<file path="src/rtl/sdram_pkg.sv">
// rtl/sdram_pkg.sv - shared types and default timing for the sdram arbiter
package sdram_pkg;

  typedef enum logic [1:0] {IDLE, ACCESS, REFRESH} state_t;
  typedef enum logic [1:0] {P0, P1, P2} port_t;

  localparam int SLOT_LEN_DEF         = 8;
  localparam int RD_LAT_DEF           = 5;
  localparam int REFRESH_INTERVAL_DEF = 500;

endpackage

</file>
<file path="src/rtl/sdram_refresh_timer.sv">
// rtl/sdram_refresh_timer.sv - free-running refresh interval counter with wrap pulse
module sdram_refresh_timer #(
  parameter int REFRESH_INTERVAL = 500
) (
  input  logic clk,
  input  logic reset_n,
  input  logic enable,
  output logic pulse
);

  localparam int CW = $clog2(REFRESH_INTERVAL);
  localparam logic [CW-1:0] CNT_LAST = CW'(REFRESH_INTERVAL - 1);

  logic [CW-1:0] cnt;

  assign pulse = enable && (cnt == CNT_LAST);

  always_ff @(posedge clk) begin
    if (!reset_n) begin
      cnt <= '0;
    end else if (enable) begin
      cnt <= pulse ? '0 : cnt + 1'b1;
    end
  end

endmodule

</file>
<file path="src/rtl/sdram_arbiter.sv">
// rtl/sdram_arbiter.sv - three-port fixed-slot arbiter with auto-refresh in front of the sdram controller
module sdram_arbiter
  import sdram_pkg::*;
#(
  parameter int SLOT_LEN         = SLOT_LEN_DEF,
  parameter int RD_LAT           = RD_LAT_DEF,
  parameter int REFRESH_INTERVAL = REFRESH_INTERVAL_DEF
) (
  input  logic        clk,
  input  logic        reset_n,
  input  logic        ram_ready,
  output logic        ram_cs,
  output logic        ram_we,
  output logic [21:0] ram_addr,
  output logic [1:0]  ram_ds,
  output logic [15:0] ram_din,
  input  logic [15:0] ram_dout,
  output logic        ram_refresh,
  input  logic        p0_req,
  input  logic        p0_we,
  input  logic [21:0] p0_addr,
  input  logic [1:0]  p0_ds,
  input  logic [15:0] p0_din,
  output logic [15:0] p0_dout,
  output logic        p0_ack,
  input  logic        p1_req,
  input  logic        p1_we,
  input  logic [21:0] p1_addr,
  input  logic [1:0]  p1_ds,
  input  logic [15:0] p1_din,
  output logic [15:0] p1_dout,
  output logic        p1_ack,
  input  logic        p2_req,
  input  logic        p2_we,
  input  logic [21:0] p2_addr,
  input  logic [1:0]  p2_ds,
  input  logic [15:0] p2_din,
  output logic [15:0] p2_dout,
  output logic        p2_ack
);

  localparam int CW = $clog2(SLOT_LEN);
  localparam logic [CW-1:0] SLOT_LAST = CW'(SLOT_LEN - 1);
  localparam logic [CW-1:0] CS_LAST   = CW'(SLOT_LEN - 3);
  localparam logic [CW-1:0] RD_AT     = CW'(RD_LAT);

  state_t        state;
  port_t         cur;
  port_t         rr_last;
  port_t         win;
  logic [CW-1:0] slot_cnt;
  logic          refresh_pend;
  logic          tick;
  logic          grant_point;
  logic          grant_ref;
  logic          grant_acc;
  logic          sel_we;
  logic [21:0]   sel_addr;
  logic [1:0]    sel_ds;
  logic [15:0]   sel_din;

  sdram_refresh_timer #(.REFRESH_INTERVAL(REFRESH_INTERVAL)) u_timer (
    .clk     (clk),
    .reset_n (reset_n),
    .enable  (ram_ready),
    .pulse   (tick)
  );

  // The last slot clock doubles as an IDLE clock so back-to-back slots stay SLOT_LEN apart.
  assign grant_point = (state == IDLE) || (slot_cnt == SLOT_LAST);

  always_comb begin
    grant_ref = 1'b0;
    grant_acc = 1'b0;
    win       = P0;
    if (ram_ready) begin
      if (refresh_pend) begin
        grant_ref = 1'b1;
      end else if (p0_req) begin
        grant_acc = 1'b1;
      end else if (p1_req && p2_req) begin
        grant_acc = 1'b1;
        win       = (rr_last == P1) ? P2 : P1;
      end else if (p1_req) begin
        grant_acc = 1'b1;
        win       = P1;
      end else if (p2_req) begin
        grant_acc = 1'b1;
        win       = P2;
      end
    end
  end

  always_comb begin
    sel_we   = p0_we;
    sel_addr = p0_addr;
    sel_ds   = p0_ds;
    sel_din  = p0_din;
    case (win)
      P1: begin
        sel_we = p1_we; sel_addr = p1_addr; sel_ds = p1_ds; sel_din = p1_din;
      end
      P2: begin
        sel_we = p2_we; sel_addr = p2_addr; sel_ds = p2_ds; sel_din = p2_din;
      end
      default: ;
    endcase
  end

  always_ff @(posedge clk) begin
    if (!reset_n) begin
      state        <= IDLE;
      slot_cnt     <= '0;
      cur          <= P0;
      rr_last      <= P2;
      refresh_pend <= 1'b0;
      ram_cs       <= 1'b0;
      ram_we       <= 1'b0;
      ram_addr     <= '0;
      ram_ds       <= '0;
      ram_din      <= '0;
      ram_refresh  <= 1'b0;
      p0_dout      <= '0;
      p1_dout      <= '0;
      p2_dout      <= '0;
      p0_ack       <= 1'b0;
      p1_ack       <= 1'b0;
      p2_ack       <= 1'b0;
    end else begin
      p0_ack <= 1'b0;
      p1_ack <= 1'b0;
      p2_ack <= 1'b0;
      // A wrap in the grant clock re-arms the request, so that refresh is not lost.
      refresh_pend <= (refresh_pend && !(grant_point && grant_ref)) || tick;

      if (state != IDLE) begin
        slot_cnt    <= slot_cnt + 1'b1;
        ram_cs      <= (state == ACCESS) && (slot_cnt < CS_LAST);
        ram_refresh <= (state == REFRESH) && (slot_cnt == '0);
        if (state == ACCESS && slot_cnt == RD_AT) begin
          case (cur)
            P0: begin p0_ack <= 1'b1; if (!ram_we) p0_dout <= ram_dout; end
            P1: begin p1_ack <= 1'b1; if (!ram_we) p1_dout <= ram_dout; end
            default: begin p2_ack <= 1'b1; if (!ram_we) p2_dout <= ram_dout; end
          endcase
        end
      end

      if (grant_point) begin
        if (grant_ref) begin
          state       <= REFRESH;
          slot_cnt    <= '0;
          ram_cs      <= 1'b0;
          ram_refresh <= 1'b1;
        end else if (grant_acc) begin
          state    <= ACCESS;
          slot_cnt <= '0;
          ram_cs   <= 1'b1;
          cur      <= win;
          ram_we   <= sel_we;
          ram_addr <= sel_addr;
          ram_ds   <= sel_ds;
          ram_din  <= sel_din;
          if (win != P0) rr_last <= win;
        end else if (state != IDLE) begin
          state    <= IDLE;
          slot_cnt <= '0;
        end
      end
    end
  end

endmodule
</file>
<file path="config.mk">
export PLATFORM = sky130hd
export DESIGN_NAME = sdram_arbiter
export DESIGN_NICKNAME = d
export VERILOG_FILES = /design/src/rtl/sdram_pkg.sv /design/src/rtl/sdram_refresh_timer.sv /design/src/rtl/sdram_arbiter.sv
export SDC_FILE = /design/constraint.sdc
export NUM_CORES = 1
export LEC_CHECK = 0
export ABC_AREA = 1
export CAP_MARGIN = 25
export CELL_PAD_IN_SITES_DETAIL_PLACEMENT = 1
export CELL_PAD_IN_SITES_GLOBAL_PLACEMENT = 1
export CORE_ASPECT_RATIO = 0.6
export CORE_MARGIN = 4
export CORE_UTILIZATION = 26
export DETAILED_ROUTE_END_ITERATION = 6
export PLACE_DENSITY_LB_ADDON = 0.3
export RECOVER_POWER = 25
export SLEW_MARGIN = 20
export SYNTH_ARGS = -nofsm -noshare
export SYNTH_HDL_FRONTEND = slang
export SYNTH_HIERARCHICAL = 1
export SYNTH_SLANG_ARGS = --single-unit
</file>
<file path="constraint.sdc">
create_clock -name clk -period 2.29 [get_ports clk]
set_input_delay 0.458 -clock clk [delete_from_list [all_inputs] [get_ports clk]]
set_output_delay 0.458 -clock clk [all_outputs]
set_load 0.05 [all_outputs]
</file>
==> key figures, run 1 <==
Status
  • Status: complete, no violations

Layout
  • Fillers: 2465
  • Antenna cell count: 0
  • Highest-count cells in the layout ignoring fill and taps: 237 x clkdlybuf4s50_1, 201 x nand2_1, 113 x dfxtp_1
  • Net count, final: 1130
  • Most common cell after layout, fill and taps aside: clkdlybuf4s50_1
  • Share of layout cells above drive strength 1: 0.0829
  • Synth-to-Final Area Change: 63.9%

GRT
  • All-Layer GR Usage: 0.189
  • Maximum number of pins on one net before global-route repair: 55
  • First-pass GRT wire length: 34.0 mm
  • Grt ovf: 0
  • Initial antenna violation count: 0
  • Vias in the first global route: 5905

Placed design
  • Pre-CTS setup slack: -0.297 ns
  • Number of port buffers: 238
  • Post-DP HPWL: 15.7 mm
  • GPL Wtd Cong: 0.794

Synthesis
  • Yosys warns: 6
  • Post-synth design cell area: 0.00529 mm^2
  • Register bit total from synthesis: 113
  • Synth cell types: 31
  • Mapped Cells: 741
  • Synth Net Count: 895
  • Sequential element share of the synthesized area: 0.428
  • Syn Area/Cell: 7.14 um^2

Timing
  • Final worst path period share: 0.940
  • Achievable Freq: 465 MHz
  • Setup TNS: 0 ns
  • Setup Skew: 0.00891 ns
  • Final setup viols: 0
  • Worst Max-Slew Pin Slew: 0.962 ns
  • Final hold viol count: 0
  • Worst slew margin: 0.359
  • Final worst setup slack: 0.138 ns
  • Slew Limit Fails: 0
  • Final critical-path required period: 2.15 ns
  • RSZ-0062 raised after global routing: no

Drt
  • Final WL: 21.8 mm
  • TritonRoute pass-1 iters: 5
  • Vias per inst: 4.65
  • DRT antenna net count: 0
  • DR vias: 5874
  • # DRC: 0
  • Post-DR wirelength/cell: 17.3 um
  • Initial DRC Count: 275

Power and ir drop
  • Sequential share of power: 0.360
  • Pwr/cell area: 671 mW/mm^2
  • LEAKAGE: 3.10 nW
  • Clock share of power: 0.452
  • Switching share of power: 0.289
  • Peak VDD IR: 0.000425 V
  • Int Pwr: 4.13 mW
  • Sw Pwr: 1.68 mW
  • Logic pwr share: 0.188

Worst setup path
  • Critical path capture point: ram_din[15]$_SDFFE_PN0P_
  • Worst Setup End Kind: flop
  • Critical path class: input pin to flop
  • Worst Path Arrival: 2.46 ns
  • Req. time, crit path: 2.59 ns
  • Critical Path Source: ram_ready
  • Reg2reg path depth: 6
  • Crit Path Max Fanout: 41
  • Reg2reg end: p0_dout[12]$_SDFFE_PN0P_
  • CP startpoint kind: input pin
  • Reg-to-reg slack, setup: 0.25 ns
  • FF-to-FF Start: slot_cnt[0]$_SDFF_PN0_

Clock tree
  • Post-CTS Setup Bufs: 0
  • Clk buf depth: 2
  • Post-cts hold buffer count: 0
  • Clock-pin transition on the worst setup and hold timing paths: 0.06 ns
  • CTS Buf Count: 17
  • Skew-Pair Late Insertion Delay: 0.41 ns
  • H-Tree Level Count: 4
  • CTS tree: yes
  • Clock Sink Count: 113
  • Resized cells post-CTS: 0
  • Root Driver: clkbuf_16

Min path
  • Hold Crit Class: flop to flop
  • Min-delay src: p2_dout[13]$_SDFFE_PN0P_

Floorplan
  • Die width: 192 um
  • Number of cell rows: 40
  • CORE AREA: 0.0200 mm^2
  • Die area: 0.0228 mm^2
  • Initial Utilization: 0.264
  • Die Y: 119 um
  • Io pins: 239

Job
  • Max Cap Violations: 0
==> state kept, by name (all words and copies together) (netlist names), named ones only <==
register      cells
cur               2
p0_ack            1
p0_dout          16
p1_ack            1
p1_dout          16
p2_ack            1
p2_dout          16
ram_addr         22
ram_cs            1
ram_din          16
ram_ds            2
ram_refresh       1
ram_we            1
refresh_pend      1
rr_last           2
slot_cnt          2
state             2
u_timer/cnt       9
==> cells in the mapped netlist <==
master	instances	area (um^2)
buf_4	2	15.0
nand3_2	2	20.0
a31oi_1	2	12.5
ha_1	9	113
buf_1	1	3.75
or2_0	1	6.26
nand2_4	1	11.3
clkinv_1	1	3.75
o21ai_1	5	25.0
xnor2_1	3	26.3
nor2_2	3	18.8
nand2_2	2	12.5
inv_1	20	75.1
nand3_1	30	150
nand4_1	34	213
dfxtp_1	113	2260
nor3b_1	41	308
o21ai_0	40	200
xor2_1	1	8.76
a22oi_1	1	7.51
nor2_1	68	255
o21bai_4	1	18.8
buf_2	11	55.1
clkbuf_1	39	146
nor3_1	6	30.0
nand2_1	200	751
nor3_2	1	10.0
nor2_4	2	22.5
a21oi_1	97	485
o21ai_2	2	17.5
inv_2	2	7.51
==> per-layer routing <==
metal  GRT usage  part of all wire  up-vias
met5           0                 0        -
met4      0.0392            0.0077        0
met3      0.0720             0.085       14
met2       0.261              0.42      168
met1       0.277              0.49     2745
li1            -                 -     2947
==> final cells by class <==
type / count / area [um^2] / share of cell area
well taps: 273 / 342 / 0.0394
clock inverters: 15 / 159 / 0.0183
repair buffers: 269 / 2650 / 0.306
multi-input cells: 552 / 2740 / 0.316
flip-flops and latches: 113 / 2260 / 0.261
clock buffers: 17 / 425 / 0.0491
inverters: 23 / 86.3 / 0.00996
==> cell families (layout without fill, tap and decap cells) <==
kind of cell	after synthesis	in the layout	synth area share
buf+inv	76	324	0.0579
fa+ha+maj	9	9	0.0213
simple gates	391	391	0.342
flops	113	113	0.428
xor+xnor	4	4	0.00662
compound gates	148	148	0.145
==> critical path: stages <==
cell             delay, ns
clkdlybuf4s50_1       0.48
inv_1                 0.04
nor2_1                0.11
nand2_1               0.10
nor3_1                0.19
buf_4                 0.15
inv_1                 0.05
ha_1                  0.20
buf_12                0.18
nand2_1               0.10
a21oi_1               0.08
nor3b_2               0.21
nor2_1                0.05
==> power groups by stage <==
stage	Combinational, mW	Sequential [mW]	Clock (mW)
floorplan	0.303	2.37	0
global placement	1.09	2.14	0
detailed placement	1.10	2.14	0
CTS	1.10	2.10	2.70
global route	1.17	2.11	2.81
finish	1.09	2.10	2.63
==> how the worst min path moves through the flow <==
stage,end,depth (start not counted)
final,p2_dout[13]$_SDFFE_PN0P_,2
after global routing,p2_dout[2]$_SDFFE_PN0P_,2
after CTS,p2_dout[13]$_SDFFE_PN0P_,2
after detailed placement,p2_dout[13]$_SDFFE_PN0P_,2
after global placement,p2_dout[7]$_SDFFE_PN0P_,2
after floorplan,p0_ack$_SDFF_PN0_,1
==> per-stage QoR <==
step | std cells | total power [mW] | util | hold WS (ns) | instance area, um^2
floorplan | 741 | 2.67 | - | 0.436 | 5290
global placement | 1230 | 3.23 | 0.405 | 0.449 | 8110
detailed placement | 1230 | 3.24 | 0.405 | 0.457 | 8110
CTS | 1262 | 5.91 | 0.434 | 0.466 | 8690
global route | 1262 | 6.09 | 0.433 | 0.487 | 8670
finish | 1262 | 5.82 | 0.433 | 0.465 | 8670
No activity file was read; power rests on OpenSTA's default activity.
==> run 2, diff against run 1 <==
--- a/config.mk
+++ b/config.mk
@@ -10,7 +10,7 @@
 export CELL_PAD_IN_SITES_DETAIL_PLACEMENT = 1
 export CELL_PAD_IN_SITES_GLOBAL_PLACEMENT = 1
 export CORE_ASPECT_RATIO = 0.6
-export CORE_MARGIN = 4
+export CORE_MARGIN = 8
 export CORE_UTILIZATION = 26
 export DETAILED_ROUTE_END_ITERATION = 6
 export PLACE_DENSITY_LB_ADDON = 0.3
==> key figures, run 2 (synthesis gave the netlist of run 1 again) <==
Layout
  • Post-layout util: 0.443
  • Footprint of the multi-input gates: 0.00279 mm^2
  • Fillers: 2418
  • Storage cell area: 0.00226 mm^2
  • Fin cells: 1264
  • Antenna cell count: 0
  • Most common cell after layout, fill and taps aside: clkdlybuf4s50_1
  • Highest-count cells in the layout ignoring fill and taps: 237 x clkdlybuf4s50_1, 200 x nand2_1, 113 x dfxtp_1
  • Synth-to-Final Area Change: 67.2%
  • Largest register FFs: 22
  • Net count, final: 1133
  • Share of layout cells above drive strength 1: 0.0888
  • Final std cell area, no fill: 0.00885 mm^2
  • Largest Register: ram_addr

Clock tree
  • Clock Sink Count: 113
  • Clk buf depth: 2
  • CTS Buf Count: 17
  • CTS tree: yes
  • Clock-pin transition on the worst setup and hold timing paths: 0.06 ns
  • Root Driver: clkbuf_16
  • Skew-Pair Late Insertion Delay: 0.41 ns
  • H-Tree Level Count: 4
  • Post-cts hold buffer count: 0

Status
  • Status: complete, no violations

Timing
  • Final worst setup slack: 0.113 ns
  • Final setup viols: 0
  • Setup TNS: 0 ns
  • Setup Skew: 0.0112 ns
  • Achievable Freq: 459 MHz
  • Final hold viol count: 0
  • Worst slew margin: 0.592
  • Final worst path period share: 0.951
  • Slew Limit Fails: 0
  • Worst Max-Slew Pin Slew: 0.610 ns
  • Final critical-path required period: 2.18 ns
  • Fin Hold WS: 0.460 ns

Job
  • Max Cap Violations: 0

GRT
  • Initial antenna violation count: 0
  • All-Layer GR Usage: 0.175
  • Grt ovf: 0
  • Maximum number of pins on one net before global-route repair: 54
  • First-pass GRT wire length: 35.5 mm
  • Vias in the first global route: 6122

Placed design
  • Number of port buffers: 238
  • GPL Wtd Cong: 0.760
  • Dpl cells: 1230
  • Post-DP HPWL: 16.8 mm
  • Placed cell area: 0.00811 mm^2
  • Pre-CTS setup slack: -0.402 ns

Worst setup path
  • CP startpoint kind: input pin
  • Worst Path Arrival: 2.46 ns
  • Worst Setup End Kind: flop
  • Req. time, crit path: 2.58 ns
  • Critical path class: input pin to flop
  • Reg2reg path depth: 8
  • Crit Path Max Fanout: 8

Drt
  • Final WL: 23.8 mm
  • DRT antenna net count: 0
  • Post-DR wirelength/cell: 18.8 um
  • Vias per inst: 4.73
  • DR vias: 5978
  • Initial DRC Count: 272
  • TritonRoute pass-1 iters: 4
  • # DRC: 0

Power and ir drop
  • Pwr/cell area: 681 mW/mm^2
  • Peak VDD IR: 0.000511 V
  • LEAKAGE: 3.17 nW
  • Total Power: 6.03 mW

Floorplan
  • Die area: 0.0253 mm^2
  • Die Y: 127 um
  • CORE AREA: 0.0200 mm^2
  • Die width: 200 um
  • Number of cell rows: 40
  • Io pins: 239
  • Initial Utilization: 0.265

Min path
  • Hold Crit Class: flop to flop
  • Hold depth: 2
-- run 2: report_power, final --
| part | switching (mW) | total [mW] | internal [mW] |
|---|---|---|---|
| logic | 0.636 | 1.14 | 0.502 |
| registers | 0.0485 | 2.10 | 2.05 |
| clock network | 0.961 | 2.80 | 1.84 |
| total | 1.64 | 6.03 | 4.39 |
-- run 2: repair_timing --
action | CTS | global route
endpoints found under the hold margin | 0 | 0
setup buffers | 0 | 0
resized for setup | 0 | 18
endpoints found under the setup margin | 0 | 41
-- run 2: final cells by class --
class                      instances  area share
clock buffer                      20      0.0505
clock inverter                    11      0.0184
inverter                          23     0.00976
multi-input combinational        552       0.315
sequential                       113       0.256
tap                              273      0.0386
timing repair buffer             272       0.312
-- run 2: per-layer routing --
layer / vias to the layer above / wire length [um] / track usage
li1: 2960 / - / -
met1: 2877 / 11500 / 0.233
met2: 132 / 10700 / 0.275
met3: 9 / 1530 / 0.0557
met4: 0 / 107 / 0.0326
met5: - / 0 / 0
-- run 2: critical path, stage by stage --
cell             delay [ns]
clkdlybuf4s50_1        0.50
inv_1                  0.06
nor2_1                 0.16
nand2_2                0.11
nor2_2                 0.15
inv_1                  0.10
ha_4                   0.36
buf_4                  0.18
a21oi_1                0.06
nor3b_1                0.25
nor2_1                 0.08
-- run 2: final timing paths --
kind              slack [ns]                        to                     start
setup / recovery        0.11  ram_addr[9]$_SDFFE_PN0P_                 ram_ready
setup reg to reg        0.20  ram_addr[9]$_SDFFE_PN0P_    slot_cnt[0]$_SDFF_PN0_
hold reg to reg         0.46  p0_dout[10]$_SDFFE_PN0P_  p0_dout[10]$_SDFFE_PN0P_
hold / removal          0.46  p0_dout[10]$_SDFFE_PN0P_  p0_dout[10]$_SDFFE_PN0P_
